File: src/rtl/led_scheduler_pkg.sv
// Shared definitions for the LED pattern scheduler: state encoding, duration width, defaults.
// Optional blink feature is enabled by defining LED_SCHEDULER_BLINK_EN.
package led_scheduler_pkg;

    typedef enum logic {
        ST_IDLE = 1'b0,
        ST_SHOW = 1'b1
    } state_t;

    localparam int DUR_W            = 8;
    localparam int DEF_NUM_LEDS     = 4;
    localparam int DEF_TICK_DIVIDER = 125000;
    localparam int DEF_FIFO_DEPTH   = 4;

    // A zero duration still shows the pattern for one tick.
    function automatic logic [DUR_W-1:0] clamp_duration(input logic [DUR_W-1:0] dur);
        return (dur == '0) ? DUR_W'(1) : dur;
    endfunction

endpackage

File: src/rtl/led_scheduler_fifo.sv
// Show-ahead synchronous FIFO holding pending LED pattern requests.
// Pointers carry an extra wrap bit so full and empty are distinguishable.
module led_scheduler_fifo #(
    parameter int WIDTH = 12,
    parameter int DEPTH = 4
) (
    input  logic             ext_clk,
    input  logic             reset,
    input  logic             push,
    input  logic [WIDTH-1:0] push_data,
    input  logic             pop,
    output logic [WIDTH-1:0] head,
    output logic             full,
    output logic             empty
);
    localparam int AW = $clog2(DEPTH);

    logic [WIDTH-1:0] mem [DEPTH];
    logic [AW:0]      wr_ptr_reg;
    logic [AW:0]      rd_ptr_reg;
    logic             do_push;
    logic             do_pop;

    assign empty   = (wr_ptr_reg == rd_ptr_reg);
    assign full    = (wr_ptr_reg[AW] != rd_ptr_reg[AW]) &&
                     (wr_ptr_reg[AW-1:0] == rd_ptr_reg[AW-1:0]);
    // Full is judged before any same-cycle pop: no write-through.
    assign do_push = push && !full;
    assign do_pop  = pop && !empty;
    assign head    = mem[rd_ptr_reg[AW-1:0]];

    always_ff @(posedge ext_clk) begin
        if (do_push) begin
            mem[wr_ptr_reg[AW-1:0]] <= push_data;
        end
    end

    always_ff @(posedge ext_clk or posedge reset) begin
        if (reset) begin
            wr_ptr_reg <= '0;
            rd_ptr_reg <= '0;
        end else begin
            if (do_push) wr_ptr_reg <= wr_ptr_reg + (AW+1)'(1);
            if (do_pop)  rd_ptr_reg <= rd_ptr_reg + (AW+1)'(1);
        end
    end

endmodule

File: src/rtl/led_scheduler.sv
// Plays buffered LED patterns, each for a number of display ticks, back to back.
// Define LED_SCHEDULER_BLINK_EN to add a per-entry blink flag (input_blink).
module led_scheduler
    import led_scheduler_pkg::*;
#(
    parameter int NUM_LEDS     = DEF_NUM_LEDS,
    parameter int TICK_DIVIDER = DEF_TICK_DIVIDER,
    parameter int FIFO_DEPTH   = DEF_FIFO_DEPTH
) (
    input  logic                ext_clk,
    input  logic                reset,
    input  logic                enable,
    input  logic                input_valid,
    output logic                input_ready,
`ifdef LED_SCHEDULER_BLINK_EN
    input  logic                input_blink,
`endif
    input  logic [NUM_LEDS-1:0] input_pattern,
    input  logic [DUR_W-1:0]    input_duration,
    output logic [NUM_LEDS-1:0] led_out,
    output logic                busy,
    output logic                done
);
    localparam int PS_W = $clog2(TICK_DIVIDER);
`ifdef LED_SCHEDULER_BLINK_EN
    localparam int ENTRY_W = NUM_LEDS + DUR_W + 1;
`else
    localparam int ENTRY_W = NUM_LEDS + DUR_W;
`endif

    state_t              state_reg, state_next;
    logic [PS_W-1:0]     prescaler_reg, prescaler_next;
    logic [DUR_W-1:0]    remaining_reg, remaining_next;
    logic [NUM_LEDS-1:0] led_reg, led_next;
    logic                done_reg, done_next;
`ifdef LED_SCHEDULER_BLINK_EN
    logic [NUM_LEDS-1:0] pattern_reg, pattern_next;
    logic                blink_reg, blink_next;
    logic                phase_reg, phase_next;
`endif

    logic [ENTRY_W-1:0]  push_data;
    logic [ENTRY_W-1:0]  head;
    logic                fifo_full;
    logic                fifo_empty;
    logic                pop;
    logic                load;
    logic                tick;

`ifdef LED_SCHEDULER_BLINK_EN
    assign push_data = {input_blink, input_duration, input_pattern};
`else
    assign push_data = {input_duration, input_pattern};
`endif

    led_scheduler_fifo #(
        .WIDTH (ENTRY_W),
        .DEPTH (FIFO_DEPTH)
    ) u_fifo (
        .ext_clk   (ext_clk),
        .reset     (reset),
        .push      (input_valid),
        .push_data (push_data),
        .pop       (pop),
        .head      (head),
        .full      (fifo_full),
        .empty     (fifo_empty)
    );

    assign tick = (state_reg == ST_SHOW) && (prescaler_reg == PS_W'(TICK_DIVIDER - 1));

    always_comb begin
        state_next     = state_reg;
        prescaler_next = prescaler_reg;
        remaining_next = remaining_reg;
        led_next       = led_reg;
        done_next      = 1'b0;
        load           = 1'b0;
`ifdef LED_SCHEDULER_BLINK_EN
        pattern_next   = pattern_reg;
        blink_next     = blink_reg;
        phase_next     = phase_reg;
`endif
        case (state_reg)
            ST_IDLE: begin
                led_next = '0;
                if (enable && !fifo_empty) begin
                    load = 1'b1;
                end
            end
            ST_SHOW: begin
                prescaler_next = tick ? '0 : prescaler_reg + PS_W'(1);
                if (tick) begin
                    if (remaining_reg == DUR_W'(1)) begin
                        if (enable && !fifo_empty) begin
                            load = 1'b1;
                        end else begin
                            state_next = ST_IDLE;
                            led_next   = '0;
                            done_next  = 1'b1;
                        end
                    end else begin
                        remaining_next = remaining_reg - DUR_W'(1);
`ifdef LED_SCHEDULER_BLINK_EN
                        // phase_reg==0 means the pattern was lit during the tick just ending.
                        phase_next = ~phase_reg;
                        led_next   = (blink_reg && !phase_reg) ? '0 : pattern_reg;
`endif
                    end
                end
            end
            default: state_next = ST_IDLE;
        endcase

        // Loading the head is shared by the IDLE start and the gapless chain on expiry.
        if (load) begin
            state_next     = ST_SHOW;
            prescaler_next = '0;
            remaining_next = clamp_duration(head[NUM_LEDS +: DUR_W]);
            led_next       = head[NUM_LEDS-1:0];
`ifdef LED_SCHEDULER_BLINK_EN
            pattern_next   = head[NUM_LEDS-1:0];
            blink_next     = head[ENTRY_W-1];
            phase_next     = 1'b0;
`endif
        end
    end

    assign pop = load;

    always_ff @(posedge ext_clk or posedge reset) begin
        if (reset) begin
            state_reg     <= ST_IDLE;
            prescaler_reg <= '0;
            remaining_reg <= '0;
            led_reg       <= '0;
            done_reg      <= 1'b0;
`ifdef LED_SCHEDULER_BLINK_EN
            pattern_reg   <= '0;
            blink_reg     <= 1'b0;
            phase_reg     <= 1'b0;
`endif
        end else begin
            state_reg     <= state_next;
            prescaler_reg <= prescaler_next;
            remaining_reg <= remaining_next;
            led_reg       <= led_next;
            done_reg      <= done_next;
`ifdef LED_SCHEDULER_BLINK_EN
            pattern_reg   <= pattern_next;
            blink_reg     <= blink_next;
            phase_reg     <= phase_next;
`endif
        end
    end

    assign led_out     = led_reg;
    assign busy        = (state_reg == ST_SHOW);
    assign done        = done_reg;
    assign input_ready = !fifo_full;

endmodule

File: config.mk
export PLATFORM = sky130hd
export DESIGN_NAME = led_scheduler
export DESIGN_NICKNAME = d
export VERILOG_FILES = /design/src/rtl/led_scheduler_pkg.sv /design/src/rtl/led_scheduler_fifo.sv /design/src/rtl/led_scheduler.sv
export SDC_FILE = /design/constraint.sdc
export NUM_CORES = 1
export LEC_CHECK = 0
export ABC_AREA = 1
export BUFFER_PORTS_ARGS = -buffer_cell sky130_fd_sc_hd__buf_4
export CAP_MARGIN = 20
export CORE_ASPECT_RATIO = 0.7
export CORE_MARGIN = 2
export CORE_UTILIZATION = 52
export DETAILED_ROUTE_END_ITERATION = 8
export PLACE_DENSITY = 0.7
export SLEW_MARGIN = 10
export SYNTH_ARGS = -nofsm -noshare
export SYNTH_HDL_FRONTEND = slang
export SYNTH_HIERARCHICAL = 1
export SYNTH_SLANG_ARGS = --single-unit
File: constraint.sdc
create_clock -name ext_clk -period 5 [get_ports ext_clk]
set_input_delay 0.75 -clock ext_clk [delete_from_list [all_inputs] [get_ports ext_clk]]
set_output_delay 0.75 -clock ext_clk [all_outputs]
set_load 0.1 [all_outputs]
# Yosys cells after proc, flatten, opt, wreduce, memory -nomap -nowiden
# Memories as Yosys holds them, arrays and structs flattened.
# Index checks and enable logic that the tools add are counted.
word_totals:
  reg_bits: 37
  ram_bits: 48
  input_bits: 16
  output_inout_bits: 7
  wordCells: 61
  memories: 1
mem_list:
  columns: ["name", "words", "width", "rd", "rd_clocked_by_memory_dff", "write_ports", "line_no", "rtl"]
  rows:
  - ["u_fifo.mem", 4, 12, 1, 0, 1, "led_scheduler_fifo.sv:18", "logic [WIDTH-1:0] mem [DEPTH];"]
op_classes:
  add_sub_neg: 4
  n_eq_ne: 9
  mux: 27
  n_bitwise: 1
  n_reduce_logical: 12
op_table:
  columns: ["cell", "count"]
  rows:
  - ["$mux 17", 3]
  - ["$mux 8", 5]
  - ["$add 17x1->17 const B", 1]
  - ["$eq 17x17->1 const B", 1]
  - ["$mux 4", 4]
  - ["$mux 1", 13]
  - ["$eq 8x1->1 const B", 1]
  - ["$logic_not 8->1", 1]
  - ["$pmux 4 s2", 1]
  - ["$sub 8x1->8 const B", 1]
  - ["$add 3x1->3 const B", 2]
  - ["$ne 3x1->1 const B", 2]
  - ["$reduce_and 3->1", 2]
  - ["$logic_and 1x1->1", 5]
  - ["$reduce_bool 2->1", 2]
  - ["$eq 3x3->1", 1]
  - ["$ne 3x2->1 const B", 1]
  - ["$eq 2x2->1", 1]
  - ["$logic_not 1->1", 2]
  - ["$ne 2x1->1 const B", 1]
  - ["$pmux 1 s2", 1]
  - ["$ne 1x1->1", 1]
  - ["$not 1->1", 1]

# Depth between registers and ports, before layout
logic_depth:
  ltp_word: 9
  ltp_mapped: 16
  depth_no_buf: 16

# Modules after synthesis
# Netlist, hierarchy kept.
modules_own_cells:
  columns: ["module", "n_inst", "cells_each", "area_per_inst_um2", "seq_area_each_um2"]
  rows:
  - ["led_scheduler_fifo", 1, 178, 2239.6, 1591.5]
  - ["led_scheduler", 1, 264, 1916.8, 775.7]

# Least setup slack after synthesis
# OpenSTA, ideal clock, no wires.
synth_path:
  path_kind: "reg-to-output"
  startpoint: "reg u_fifo.rd_ptr_reg[0]"
  endpoint: "out input_ready"
  t_arrival_ps: 1379
  required_ps: 4250
  setup_slack_ps: 2871
  path_stages_with_launch: 6
  path_buffers: 1
  path_cell_list: "dfrtp_1 > buf_6 > xnor2_4 > nand3_4 > inv_1 > inv_1"
synth_via:
  elab_chain_cells: 3
synth_rtl:
  columns: ["item", "line_no", "rtl"]
  rows:
  - ["start: declaration", "led_scheduler_fifo.sv:20", "logic [AW:0] rd_ptr_reg;"]
  - ["start signal: assignment", "led_scheduler_fifo.sv:44", "if (do_pop) rd_ptr_reg <= rd_ptr_reg + (AW+1)'(1);"]
  - ["$eq 2x2->1", "led_scheduler_fifo.sv:26", "(wr_ptr_reg[AW-1:0] == rd_ptr_reg[AW-1:0]);"]
  - ["$logic_and 1x1->1", "led_scheduler_fifo.sv:25", "assign full = (wr_ptr_reg[AW] != rd_ptr_reg[AW]) &&"]
  - ["via fifo_full", "led_scheduler.sv:44", "logic fifo_full;"]
  - ["$logic_not 1->1", "led_scheduler.sv:160", "assign input_ready = !fifo_full;"]
  - ["end: declaration", "led_scheduler.sv:14", "output logic input_ready,"]
# The timed path passes the listed nets, and every way through them passes these cells.

# Worst setup path in the final report
# Ends and elaborated chain as after synthesis.

==> impl_metrics.env <==
export IMPL_ys_seq_area_frac=0.570
export IMPL_portBuffers=22
export IMPL_critical_path_max_fanout=28
export IMPL_synth_area_mux_share=0
export IMPL_global_route_usage_total=0.201
export IMPL_final_layout_size_suffix_gt1_frac=0.150
export IMPL_clock_path_buffers=2
export IMPL_dr_pass1_iters=5
export IMPL_post_drt_via_cell_ratio=5.24
export IMPL_postCtsResizedCells=0
export IMPL_cts_root_buf="sky130_fd_sc_hd__clkbuf_16"
export IMPL_critical_path_class="reg -> out"
export IMPL_final_max_slew_viol_count=0
export IMPL_start_kind="register"
export IMPL_clock_latency_on_the_worst_skew_pair_ns=0.34
export IMPL_hold_worst_slack_ns=0.343
export IMPL_standard_cell_with_the_maximum_stage_delay_on_the_critical_path="sky130_fd_sc_hd__dfrtp_1"
export IMPL_postCtsSetupRepairBufs=0
export IMPL_detail_route_antenna_nets=0
export IMPL_max_clock_freq_mhz=373
export IMPL_fp_dieArea_um2=8740
export IMPL_synth_main_ff_cell="sky130_fd_sc_hd__edfxtp_1"
export IMPL_critPathCaptureType="primary output"
export IMPL_power_frac_clock=0.377
export IMPL_hold_viol_final=0
export IMPL_outcome="complete, no violations"
export IMPL_power_frac_comb=0.143
export IMPL_report_power_total_w=0.00182
export IMPL_cts_clk_slew_worst_paths_ns=0.07
export IMPL_critPathBufInv=3
export IMPL_nNetsFinal=492
export IMPL_p_int_w=0.00132
export IMPL_floorplan_die_width_um=111
export IMPL_pin_count=23
export IMPL_final_setup_tns_ns=0
export IMPL_share_of_the_synthesized_netlist_area_taken_by_xor_and_xnor_gates=0.0214
export IMPL_grt_max_degree=32
export IMPL_tritoncts_num_sinks=85
export IMPL_worstMarginPinSlew_ns=0.901
export IMPL_initial_core_util=0.533
export IMPL_synth_largest_type_area_fraction=0.347
export IMPL_simple_logic_cell_fraction_of_the_synthesized_area=0.256
export IMPL_worst_clock_skew_ns=0.00856
export IMPL_via_count_of_the_first_global_routing_pass=2713
export IMPL_timing_reg2reg_setup_slack_ns=2.48
export IMPL_routabilityCongestion=0.826
export IMPL_initialDrtViolationCount=332
export IMPL_fin_cells=574
export IMPL_power_density_nw_per_um2=386
export IMPL_leakagePower_nw=2.08
export IMPL_cp_data_required_time_ns=4.25
export IMPL_largest_register_ff_count=48
export IMPL_h_tree_depth=3
export IMPL_cts_hold_buf=0
export IMPL_synth_top_cells_by_area="sky130_fd_sc_hd__edfxtp_1 35%, sky130_fd_sc_hd__dfrtp_1 22%, sky130_fd_sc_hd__nand2_1 10%"
export IMPL_detail_route_wirelength_um=8260
export IMPL_clock_tree_from_tritoncts="done"
export IMPL_worst_path_most_repeated_cell="sky130_fd_sc_hd__inv_1"
export IMPL_path_cells="xnor2_4 > nand3_4 > inv_1 > inv_1 > buf_4"
export IMPL_cpPeakStageDelay_ns=0.93
export IMPL_arrival_ns=1.93
export IMPL_die_h_um=78.8
export IMPL_power_ir_vdd_worst_uv=184
export IMPL_via_count=3005
export IMPL_synth_enable_flop_cells=48
export IMPL_synthesized_area_fraction_occupied_by_ao_oa_aoi_and_oai_cells=0.0725
export IMPL_rows=27
export IMPL_min_period_over_period=0.536
export IMPL_synth_nets=466
export IMPL_synthArstFlopShare=0.435
export IMPL_total_clock_buffers_created_by_cts=9
export IMPL_netlist_area_um2=4160
export IMPL_yosys_register_bits=85
export IMPL_n_antenna_cell=0
export IMPL_detailed_place_hpwl_um=5790
export IMPL_yosysWarningCount=6
export IMPL_kind_of_cell_adding_the_most_delay_to_the_critical_path="flip-flops"
export IMPL_detailedPlace_worstSlack_ns=2.38
export IMPL_p_switching_w=0.000508
export IMPL_yosysUniqueCellTypes=39
export IMPL_finalCriticalPeriod_ns=2.68
export IMPL_detail_route_drc_violations=0
export IMPL_initial_antenna_violation_count=0
export IMPL_switching_fraction_of_total_power=0.278
export IMPL_wire_per_inst_um=14.4
export IMPL_core_area_um2=7800
export IMPL_seqPwrFrac=0.480
export IMPL_maxSlewHeadroom=0.399
export IMPL_flow_area_growth_from_synthesis_pct=13.8
export IMPL_global_route_overflow_total=0
export IMPL_layout_setup_ws_ns=2.32
export IMPL_grt_pass1_wl_um=13600
export IMPL_main_combinational_cell_family_by_area_after_synthesis="simple AND/OR/NAND/NOR gates"
export IMPL_synth_fa_ha_area_frac=0.0241
export IMPL_cap_viol_max_count=0
export IMPL_setup_viol=0
export IMPL_post_synth_cell_area_avg_um2=9.40
export IMPL_cells_after_synth=442
export IMPL_dp_cells=555
export IMPL_synth_top_area_cell="sky130_fd_sc_hd__edfxtp_1"
export IMPL_holdCritPathClass="in -> async"
export IMPL_rsz0062_at_grt="false"
cell usage in the layout (no fill, tap or decap), drive strengths merged, types with 9 or more instances in the layout:
cell type,n
nand4,13
nand2,124
clkbuf,9
buf,26
nand3,20
o22ai,12
nor2,63
o21ai,31
dfrtp,37
inv,48
edfxtp,48
power groups by stage:
stage                     Sequential (W)  Combinational (W)  Clock [W]
after floorplan                 0.000877           0.000185          0
after global placement          0.000891           0.000245          0
after detailed placement        0.000892           0.000250          0
after CTS                       0.000877           0.000251   0.000699
after global routing            0.000881           0.000293   0.000731
final                           0.000875           0.000260   0.000688
path summary, 6_finish.rpt:
check	start	endpoint	cells past startpoint
min	reset	u_fifo/wr_ptr_reg[2]$_DFFE_PP0P_	2
min reg2reg	led_out[3]$_DFFE_PP0P_	led_out[3]$_DFFE_PP0P_	2
min in group ext_clk	led_out[3]$_DFFE_PP0P_	led_out[3]$_DFFE_PP0P_	2
max in group asynchronous	reset	prescaler_reg[4]$_DFFE_PP0P_	3
max reg2reg	u_fifo/rd_ptr_reg[0]$_DFFE_PP0P_	u_fifo/rd_ptr_reg[0]$_DFFE_PP0P_	11
max	u_fifo/rd_ptr_reg[0]$_DFFE_PP0P_	input_ready	5
metal layers:
metal / GRT usage / share of wire / wire length (µm)
met5: 0 / 0 / 0
met4: 0.0663 / 0.015 / 123
met3: 0.0473 / 0.054 / 443
met2: 0.284 / 0.41 / 3350
met1: 0.307 / 0.53 / 4350
cells in the mapped netlist (3+ instances only):
cell / count
sky130_fd_sc_hd__nand2_4: 4
sky130_fd_sc_hd__nor2_4: 3
sky130_fd_sc_hd__o21ai_0: 29
sky130_fd_sc_hd__nand2_2: 4
sky130_fd_sc_hd__nor3_1: 7
sky130_fd_sc_hd__inv_1: 36
sky130_fd_sc_hd__nand2_1: 116
sky130_fd_sc_hd__nor2_1: 55
sky130_fd_sc_hd__inv_2: 6
sky130_fd_sc_hd__nor2_2: 4
sky130_fd_sc_hd__buf_2: 7
sky130_fd_sc_hd__o22ai_1: 12
sky130_fd_sc_hd__edfxtp_1: 48
sky130_fd_sc_hd__dfrtp_1: 37
sky130_fd_sc_hd__a21oi_1: 6
sky130_fd_sc_hd__ha_1: 8
sky130_fd_sc_hd__nand4_1: 13
sky130_fd_sc_hd__nand3_1: 17
sky130_fd_sc_hd__xor2_1: 6
logic make-up (layout without fill, tap and decap cells):
logic type | count (synthesis) | count (layout)
AOI/OAI and AO/OA | 54 | 54
xor gates and xnor gates | 8 | 8
adders and majority gates | 8 | 8
buffers and inverters | 56 | 87
DFF | 85 | 85
and+or+nand+nor | 231 | 231
through the flow:
| stage | util | cell area (µm²) |
|---|---|---|
| 2_1_floorplan | - | 4160 |
| 3_3_place_gp | 0.563 | 4390 |
| 3_5_place_dp | 0.563 | 4390 |
| 4_1_cts | 0.603 | 4710 |
| 5_1_grt | 0.606 | 4730 |
| 6_report | 0.606 | 4730 |
final cells by class:
cell class / count / area (µm²)
clock buffers: 9 / 225
inverters: 45 / 171
clock inverters: 7 / 86.3
well taps: 101 / 126
fillers: 632 / 3080
repair buffers: 26 / 195
flip-flops and latches: 85 / 2370
multi-input cells: 301 / 1560
Power figures use the tool's default switching activity.
